`src/rtl/tape_rx_zxdos.sv`:
```
// ZX80/ZX81 cassette receiver: glitch-filters the tape level, counts pulses per bit,
// assembles bytes MSB first and queues them in a small FIFO with valid/ready output.
// Optional macro TAPE_RX_NAME_STRIP_EN drops each block's leading filename bytes.

module tape_rx_zxdos #(
    parameter int FILT        = 4,
    parameter int MIN_HIGH    = 20,
    parameter int GAP_CYCLES  = 250,
    parameter int ZERO_MIN    = 2,
    parameter int ZERO_MAX    = 6,
    parameter int ONE_MIN     = 7,
    parameter int ONE_MAX     = 12,
    parameter int IDLE_CYCLES = 250000,
    parameter int FIFO_DEPTH  = 4
) (
    input  logic        clk500,
    input  logic        reset_n,
    input  logic        enable,
    input  logic        tape_in,
    output logic [7:0]  rx_data,
    output logic        rx_valid,
    input  logic        rx_ready,
    output logic [15:0] rx_count,
    output logic        rec_on,
    output logic        bit_err,
    output logic        overrun,
    output logic        block_end
);

    localparam int FW = $clog2(FILT + 1);
    localparam int HW = $clog2(MIN_HIGH + 1);
    localparam int AW = $clog2(FIFO_DEPTH);

    localparam logic [FW-1:0] FILT_LAST = FW'(FILT - 1);
    localparam logic [HW-1:0] HI_MIN    = HW'(MIN_HIGH);
    localparam logic [17:0]   GAP_END   = 18'(GAP_CYCLES);
    localparam logic [17:0]   IDLE_END  = 18'(IDLE_CYCLES);
    localparam logic [3:0]    Z_MIN     = 4'(ZERO_MIN);
    localparam logic [3:0]    Z_MAX     = 4'(ZERO_MAX);
    localparam logic [3:0]    O_MIN     = 4'(ONE_MIN);
    localparam logic [3:0]    O_MAX     = 4'(ONE_MAX);

    localparam logic [1:0] S_IDLE = 2'd0;
    localparam logic [1:0] S_HIGH = 2'd1;
    localparam logic [1:0] S_LOW  = 2'd2;
    localparam logic [1:0] S_GAP  = 2'd3;

    logic          sync1, sync2, lvl, lvl_q;
    logic [FW-1:0] flt_cnt;
    logic          lvl_rise, lvl_fall;

    // NOTE: sequential state uses non-blocking assignments so every flop samples pre-edge values.
    always_ff @(posedge clk500 or negedge reset_n) begin
        if (!reset_n) begin
            sync1   <= 1'b0;
            sync2   <= 1'b0;
            lvl     <= 1'b0;
            lvl_q   <= 1'b0;
            flt_cnt <= '0;
        end else begin
            sync1 <= tape_in;
            sync2 <= sync1;
            lvl_q <= lvl;
            if (sync2 == lvl) begin
                flt_cnt <= '0;
            end else if (flt_cnt == FILT_LAST) begin
                lvl     <= sync2;
                flt_cnt <= '0;
            end else begin
                flt_cnt <= flt_cnt + 1'b1;
            end
        end
    end

    assign lvl_rise = lvl & ~lvl_q;
    assign lvl_fall = ~lvl & lvl_q;

    logic [1:0]    state;
    logic [3:0]    pulse_cnt;
    logic [HW-1:0] hi_cnt;
    logic [17:0]   low_cnt;
    logic [2:0]    bit_cnt;
    logic [7:0]    shift;
    logic          push_req;
    logic [7:0]    push_byte;
    logic          cnt_clr;
`ifdef TAPE_RX_NAME_STRIP_EN
    logic          name_done;
`endif

    logic       is_zero, is_one, bit_ok;
    logic [7:0] shift_next;

    assign is_zero    = (pulse_cnt >= Z_MIN) && (pulse_cnt <= Z_MAX);
    assign is_one     = (pulse_cnt >= O_MIN) && (pulse_cnt <= O_MAX);
    assign bit_ok     = is_zero | is_one;
    assign shift_next = {shift[6:0], is_one};

    always_ff @(posedge clk500 or negedge reset_n) begin
        if (!reset_n) begin
            state     <= S_IDLE;
            pulse_cnt <= '0;
            hi_cnt    <= '0;
            low_cnt   <= '0;
            bit_cnt   <= '0;
            shift     <= '0;
            rec_on    <= 1'b0;
            bit_err   <= 1'b0;
            block_end <= 1'b0;
            push_req  <= 1'b0;
            push_byte <= '0;
            cnt_clr   <= 1'b0;
`ifdef TAPE_RX_NAME_STRIP_EN
            name_done <= 1'b0;
`endif
        end else begin
            bit_err   <= 1'b0;
            block_end <= 1'b0;
            push_req  <= 1'b0;
            cnt_clr   <= 1'b0;
            if (!enable) begin
                // Disarming mid-block aborts it; the FIFO is left untouched.
                if (state != S_IDLE) begin
                    block_end <= 1'b1;
                    rec_on    <= 1'b0;
                    bit_cnt   <= '0;
                    shift     <= '0;
                    state     <= S_IDLE;
`ifdef TAPE_RX_NAME_STRIP_EN
                    name_done <= 1'b0;
`endif
                end
            end else begin
                case (state)
                    S_IDLE: begin
                        if (lvl_rise) begin
                            pulse_cnt <= 4'd1;
                            hi_cnt    <= '0;
                            rec_on    <= 1'b1;
                            cnt_clr   <= 1'b1;
                            state     <= S_HIGH;
                        end
                    end
                    S_HIGH: begin
                        if (lvl_fall) begin
                            low_cnt <= '0;
                            if (hi_cnt < HI_MIN) begin
                                bit_err   <= 1'b1;
                                pulse_cnt <= '0;
                                state     <= S_GAP;
                            end else begin
                                state <= S_LOW;
                            end
                        end else if (hi_cnt < HI_MIN) begin
                            hi_cnt <= hi_cnt + 1'b1;
                        end
                    end
                    S_LOW: begin
                        if (lvl_rise) begin
                            if (pulse_cnt != 4'hF) pulse_cnt <= pulse_cnt + 4'd1;
                            hi_cnt <= '0;
                            state  <= S_HIGH;
                        end else if (low_cnt == GAP_END) begin
                            if (bit_ok) begin
                                shift   <= shift_next;
                                bit_cnt <= bit_cnt + 3'd1;
                                if (bit_cnt == 3'd7) begin
`ifdef TAPE_RX_NAME_STRIP_EN
                                    // Filename bytes are swallowed up to and including the bit7 terminator.
                                    if (!name_done) begin
                                        name_done <= shift_next[7];
                                    end else begin
                                        push_req  <= 1'b1;
                                        push_byte <= shift_next;
                                    end
`else
                                    push_req  <= 1'b1;
                                    push_byte <= shift_next;
`endif
                                end
                            end else begin
                                bit_err <= 1'b1;
                            end
                            low_cnt <= low_cnt + 18'd1;
                            state   <= S_GAP;
                        end else begin
                            low_cnt <= low_cnt + 18'd1;
                        end
                    end
                    S_GAP: begin
                        if (lvl_rise) begin
                            pulse_cnt <= 4'd1;
                            hi_cnt    <= '0;
                            state     <= S_HIGH;
                        end else if (low_cnt >= IDLE_END) begin
                            block_end <= 1'b1;
                            rec_on    <= 1'b0;
                            bit_cnt   <= '0;
                            shift     <= '0;
                            state     <= S_IDLE;
`ifdef TAPE_RX_NAME_STRIP_EN
                            name_done <= 1'b0;
`endif
                        end else begin
                            low_cnt <= low_cnt + 18'd1;
                        end
                    end
                    default: state <= S_IDLE;
                endcase
            end
        end
    end

    logic [7:0]  mem [FIFO_DEPTH];
    logic [AW:0] wr_ptr, rd_ptr;
    logic        full, pop, push_ok;

    assign full     = (wr_ptr[AW] != rd_ptr[AW]) && (wr_ptr[AW-1:0] == rd_ptr[AW-1:0]);
    assign rx_valid = (wr_ptr != rd_ptr);
    assign rx_data  = mem[rd_ptr[AW-1:0]];
    assign pop      = rx_valid & rx_ready;
    // A pop in the same cycle frees the slot, so a push into a full FIFO still succeeds.
    assign push_ok  = push_req & (~full | pop);

    always_ff @(posedge clk500 or negedge reset_n) begin
        if (!reset_n) begin
            wr_ptr   <= '0;
            rd_ptr   <= '0;
            rx_count <= '0;
            overrun  <= 1'b0;
            // NOTE: the storage is reset too so rx_data reads 0 out of reset; fine for a few flops.
            for (int i = 0; i < FIFO_DEPTH; i++) mem[i] <= '0;
        end else begin
            overrun <= push_req & ~push_ok;
            if (pop) rd_ptr <= rd_ptr + 1'b1;
            if (push_ok) begin
                mem[wr_ptr[AW-1:0]] <= push_byte;
                wr_ptr              <= wr_ptr + 1'b1;
            end
            if (cnt_clr) begin
                rx_count <= '0;
            end else if (push_ok && rx_count != 16'hFFFF) begin
                rx_count <= rx_count + 16'd1;
            end
        end
    end

endmodule
```
`config.mk`:
```
export PLATFORM = sky130hd
export DESIGN_NAME = tape_rx_zxdos
export DESIGN_NICKNAME = d
export VERILOG_FILES = /design/src/rtl/tape_rx_zxdos.sv
export SDC_FILE = /design/constraint.sdc
export NUM_CORES = 1
export LEC_CHECK = 0
export ABC_AREA = 1
export ABC_CLOCK_PERIOD_IN_PS = 2090
export CAP_MARGIN = 40
export CORE_UTILIZATION = 30
export DETAILED_ROUTE_END_ITERATION = 10
export SLEW_MARGIN = 20
export SYNTH_ARGS = -nofsm -noshare
export SYNTH_HDL_FRONTEND = slang
export SYNTH_SLANG_ARGS = --single-unit
export TNS_END_PERCENT = 10
```
`constraint.sdc`:
```
create_clock -name clk500 -period 2.09 [get_ports clk500]
set_input_delay 0.418 -clock clk500 [delete_from_list [all_inputs] [get_ports clk500]]
set_output_delay 0.418 -clock clk500 [all_outputs]
set_load 0.01 [all_outputs]
```
## After elaboration in Yosys (flattened, before gate mapping)

Index checks and enable logic that the tools add are counted.

| operators by class | value |
|---|---|
| $add $sub $neg | 8 |
| magnitude comparators | 9 |
| equal/unequal tests | 33 |
| muxes and demuxes | 78 |
| bitwise logic cells | 15 |
| reduce and logical (&&, ||, !) cells | 20 |

Operators with widths:

| kind | number |
|---|---|
| 18-bit two-way mux | 4 |
| 18-bit case mux with 3 select lines | 1 |
| 7-bit two-way mux | 7 |
| 32-bit bitwise mux | 1 |
| 16-bit two-way mux | 2 |
| 3-bit two-way mux | 9 |
| 1-bit two-way mux | 26 |
| 8-bit two-way mux | 3 |
| 3-bit != test (second input constant) | 7 |
| 4-bit two-way mux | 5 |
| 18-bit by 1-bit adder with 18-bit output (second input constant) | 1 |
| 18-bit by 8-bit equality test with 1-bit output (second input constant) | 1 |
| 18-bit greater-or-equal comparator (second input constant) | 1 |
| 6-bit AND reduction | 3 |
| 16-bit by 1-bit adder with 16-bit output (second input constant) | 1 |
| 8-bit binary-select mux with 2-bit select | 1 |
| 8-bit demux with 2-bit select | 1 |
| 2-bit two-way mux | 8 |
| 16-bit != test (second input constant) | 1 |
| 2-bit != test (second input constant) | 8 |
| 5-bit two-way mux | 3 |
| 7-bit case mux with 2 select lines | 1 |
| 3-bit by 1-bit adder with 3-bit output (second input constant) | 4 |
| 4-bit != test (second input constant) | 3 |
| other kinds (38) | 61 |

| word-level totals | value |
|---|---|
| bits in registers | 114 |
| logic and storage cells | 188 |

## Longest topological paths before layout

| depth | value |
|---|---|
| word-level depth | 8 |
| depth in mapped cells | 11 |

## Least setup slack after synthesis

OpenSTA, ideal clock, no wires.

| timing path | value |
|---|---|
| path type | register to register |
| start | reg state[0] |
| end | reg low_cnt[0] |
| library setup time | 0.126 ns |
| arrival | 1.669 ns |
| data required time | 1.964 ns |
| path slack | 0.295 ns |
| cell stages (with the launch flop) | 10 |
| buffers on the path | 1 |
| clock period less this slack | 1.795 ns |
| path through | dfrtp_1 > inv_1 > ha_1 > nor2_4 > inv_1 > a211oi_2 > nand2_2 > buf_2 > nand2_1 > o21ai_0 |

| on the way | value |
|---|---|
| longest elaborated chain between the ends | 3 |
| elaborated cells between the ends (all ways) | 10 |

Ends and longest elaborated chain:

| item | line | text |
|---|---|---|
| from (decl) | 78 | `logic [1:0] state;` |
| from (signal assigned) | 101 | `state <= S_IDLE;` |
| from (signal assigned) | 128 | `state <= S_IDLE;` |
| from (signal assigned) | 141 | `state <= S_HIGH;` |
| 2-bit equality test or 2-bit by 1-bit equality test with 1-bit output (tied branches) | 134 | `case (state)` |
| 2-bit != test (no line) or 3-bit nonzero test (tied branches) | n/a |  |
| 6-bit AND reduction (no line) | n/a |  |
| to (signal assigned) | 184 | `low_cnt <= low_cnt + 18'd1;` |
| to (signal assigned) | 187 | `low_cnt <= low_cnt + 18'd1;` |
| to (signal assigned) | 205 | `low_cnt <= low_cnt + 18'd1;` |
| to (decl) | 81 | `logic [17:0] low_cnt;` |

Parallel ways exist; a longest one is shown, timed or not.
A chain may end at the register's enable or synchronous reset.

## Final worst setup path

| timing path | value |
|---|---|
| start | reg rd_ptr[0] |
| end | out rx_data[6] |

| on the way | value |
|---|---|
| longest elaborated chain between the ends | 4 |

Ends and longest elaborated chain:

| item | line | text |
|---|---|---|
| from (decl) | 215 | `logic [AW:0] wr_ptr, rd_ptr;` |
| from (signal assigned) | 235 | `if (pop) rd_ptr <= rd_ptr + 1'b1;` |
| 2-bit inverter with 3-bit output (implied by the code) | 220 | `assign rx_data = mem[rd_ptr[AW-1:0]];` |
| 8-bit binary-select mux with 2-bit select | 220 |  |
| 8-bit two-way mux (implied by the code) (2 in a row) | 220 |  |
| to (decl) | 20 | `output logic [7:0] rx_data,` |

Every way passes these cells. The select of a mux whose other input is x is not followed.

==> reports/qor.csv <==
stage,metric,value,unit
status,run_status,"complete, no violations",
power,p_leak,3.504,nW
worst_setup_path,worst_path_max_delay_cell,dfrtp_1,
clock_network,clk_pin_slew_worst_paths,0.06,ns
timing,hold_viol,0,
worst_setup_path,crit_path_start_kind,flop,
timing,fin_crit,2.041,ns
timing,final_max_slew_viol_count,0,
timing,slew_headroom,63.64,%
timing,rsz0062_at_grt,yes,
power,power,7.308,mW
yosys,avgSynthCellArea,7.892,sq um
yosys,syn-num-nets,820,
worst_setup_path,critPathMaxFanout,12,
yosys,synth_cell_type_count,40,
timing,whs,0.3487,ns
yosys,async_reset_ff_share,100.0,%
clock_network,tritoncts,done,
global_route,overflow,0,
route,antenna_left,0,
route,drt-initial-drc-count,302,
clock_network,clkLatencyLatePin,0.42,ns
worst_setup_path,crit_family,buffers and inverters,
yosys,syn_inst,794,
yosys,synth_edf_count,0,
floorplan,ios,34,
placement,port_buffers,33,
placement,dp_hpwl,9799,microns
power,vdd_drop_max,0.4983,mV
yosys,synth_commonest_cells,"217 x nand2_1, 114 x dfrtp_1, 83 x nor2_1",
worst_setup_path,end_kind,output port,
global_route,grt_pass1_wl,24500,microns
yosys,ys_seq_area_share,45.53,%
clock_network,cts_root_buf,clkbuf_16,
worst_setup_path,crit_required,1.67,ns
finish,drive_above_1_share,11.36,%
worst_setup_path,slowest_delay,0.41,ns
clock_network,h-tree-depth,4,
floorplan,initial_core_util,30.77,%
route,vias,5202,
finish,fin_util,37.01,%
min_path,hold_class,flop to flop,
yosys,yosys.area.top_type,dfrtp_1,
route,avgViaCountPerCell,4.591,
clock_network,cts_buffers,17,
route,avgRoutedWirePerCell,12.42,microns
job,cap_violations,0,
yosys,netlist_top_cells_area,"dfrtp_1 46%, nand2_1 13%, nand3_1 5.7%",
yosys,netlist_area,0.006266,sq mm
floorplan,rows,52,
global_route,grt_start_max_net_pins,49,
worst_setup_path,critPathBufInv,2,
clock_network,clock_path_buffers,2,
placement,place_congestion,0.8224,
floorplan,die_y,146.5,microns
timing,tightest_slew,0.5413,ns
global_route,grt_use_total,14.11,%
timing,min_period_over_period,97.64,%
worst_setup_path,worstSetupPathType,flop to output port,
worst_setup_path,crit_chain,buf_4 -> o21ai_0 -> o22ai_1 -> dlygate4sd2_1,
global_route,antenna_found_initial,0,
global_route,grt_pass1_vias,4970,
floorplan,fp.dieW,146.5,microns
yosys,synth_warnings,0,
finish,layout.nets,876,
finish,n_antenna_cell,0,
worst_setup_path,critPathArrivalTime,1.62,ns
route,first_pass_iters,4,
finish,syn_to_final_growth,20.29,%
finish,final_area,0.007537,sq mm
clock_network,clock_sinks,114,
yosys,ys.flop_type,dfrtp_1,
floorplan,dieArea,0.02147,sq mm
yosys,synth_most_common_cell,nand2_1,
placement,placed_cell_area,0.006983,sq mm
route,drc_errors,0,
timing,skew,0.007722,ns
timing,fmax,490.0,MHz
power,p_per_area,969.6,mW/mm^2
timing,setup_viol,0,
yosys,yosysTopAreaCellShare,45.53,%
route,wirelength,14070,microns
yosys,ys_ff_latch,114,
floorplan,coreArea,0.02036,sq mm
-- sequential cells by signal (all words and copies together), names as in the netlist, 2 cells and up --
name       flops
rx_count      16
hi_cnt         5
rd_ptr         3
flt_cnt        3
low_cnt       18
state          2
wr_ptr         3
pulse_cnt      4
shift          7
bit_cnt        3
push_byte      8
mem           32
-- metrics by stage --
stage	setup slack, ns	cells	TNS [ns]
global placement	0.1457	1100	0
finish	0.04937	1133	0
floorplan	0.2953	794	0
global route	-0.04393	1133	-0.04540
detailed placement	0.1076	1100	0
CTS	0.01728	1133	0
-- cell usage in the layout, fill, tap and decap left out, types with 17 or more instances in the layout --
master           synthesis  layout
buf_4                    4      23
clkbuf_16                0      17
clkdlybuf4s50_1          0      23
dfrtp_1                114     113
ha_1                    21      20
inv_1                   78      78
nand2_1                217     217
nand3_1                 71      71
nor2_1                  83      83
o21ai_0                 54      53
o21ai_1                 29      30
-- area by class of cell --
type                            instances  area, sq um
Fill cell                            2096        12830
Timing Repair Buffer                   59        516.7
Inverter                               79        299.0
Sequential cell                       114         2854
Clock buffer                           18        439.2
Clock inverter                         14        132.6
Tap cell                              270        337.8
Multi-Input combinational cell        579         2958
-- cell families (layout without fill, tap and decap cells) --
family,Yosys count,in the layout,share of synthesized area (%)
adders and majority gates,21,21,4.193
buffers and inverters,101,170,7.308
and+or+nand+nor,418,418,29.05
xor gates and xnor gates,22,22,3.195
DFF,114,114,45.53
AOI/OAI and AO/OA,118,118,10.72
-- report_power, final --
group	leakage, nW	total (mW)	internal, mW	switching [mW]
combinational	1.68	1.90	0.717	1.19
sequential	1.56	2.60	2.40	0.205
clock	0.267	2.80	1.68	1.13
total	3.50	7.31	4.79	2.52
-- layer usage --
| layer | up-vias | track usage, % | routed length [microns] |
|---|---|---|---|
| li1 | 2704 | - | - |
| met1 | 2413 | 19.21 | 7187 |
| met2 | 71 | 21.52 | 6200 |
| met3 | 14 | 3.875 | 518 |
| met4 | 0 | 4.688 | 165 |
| met5 | - | 0 | 0 |
-- final timing paths --
| check | start | end | slack (ns) | cells after the start |
|---|---|---|---|---|
| min reg2reg | sync1 | sync2 | 0.35 | 0 |
| min | sync1 | sync2 | 0.35 | 0 |
| max in group asynchronous | reset_n | lvl_q | 0.96 | 3 |
| min in group asynchronous | reset_n | rx_count[10] | 0.51 | 2 |
| max reg2reg | state[1] | low_cnt[8] | 0.18 | 7 |
| max | rd_ptr[0] | rx_data[6] | 0.05 | 4 |
-- worst reg2reg max path: cells and delay by family (launching register included) --
kind                       cells  cell delay (ns)
DFF                            1             0.43
buffers and inverters          2             0.38
AOI/OAI and AO/OA              2             0.41
adders and majority gates      1             0.28
and+or+nand+nor                2             0.30
-- what timing repair did --
item                                    CTS  global route
hold endpoints to repair                 30             0
hold buffers                              1             0
resized for setup                        13            15
buffers inserted                          0             0
endpoints found under the setup margin    9            17
pin swaps                                 0             2
No activity file was read; power rests on OpenSTA's default activity.
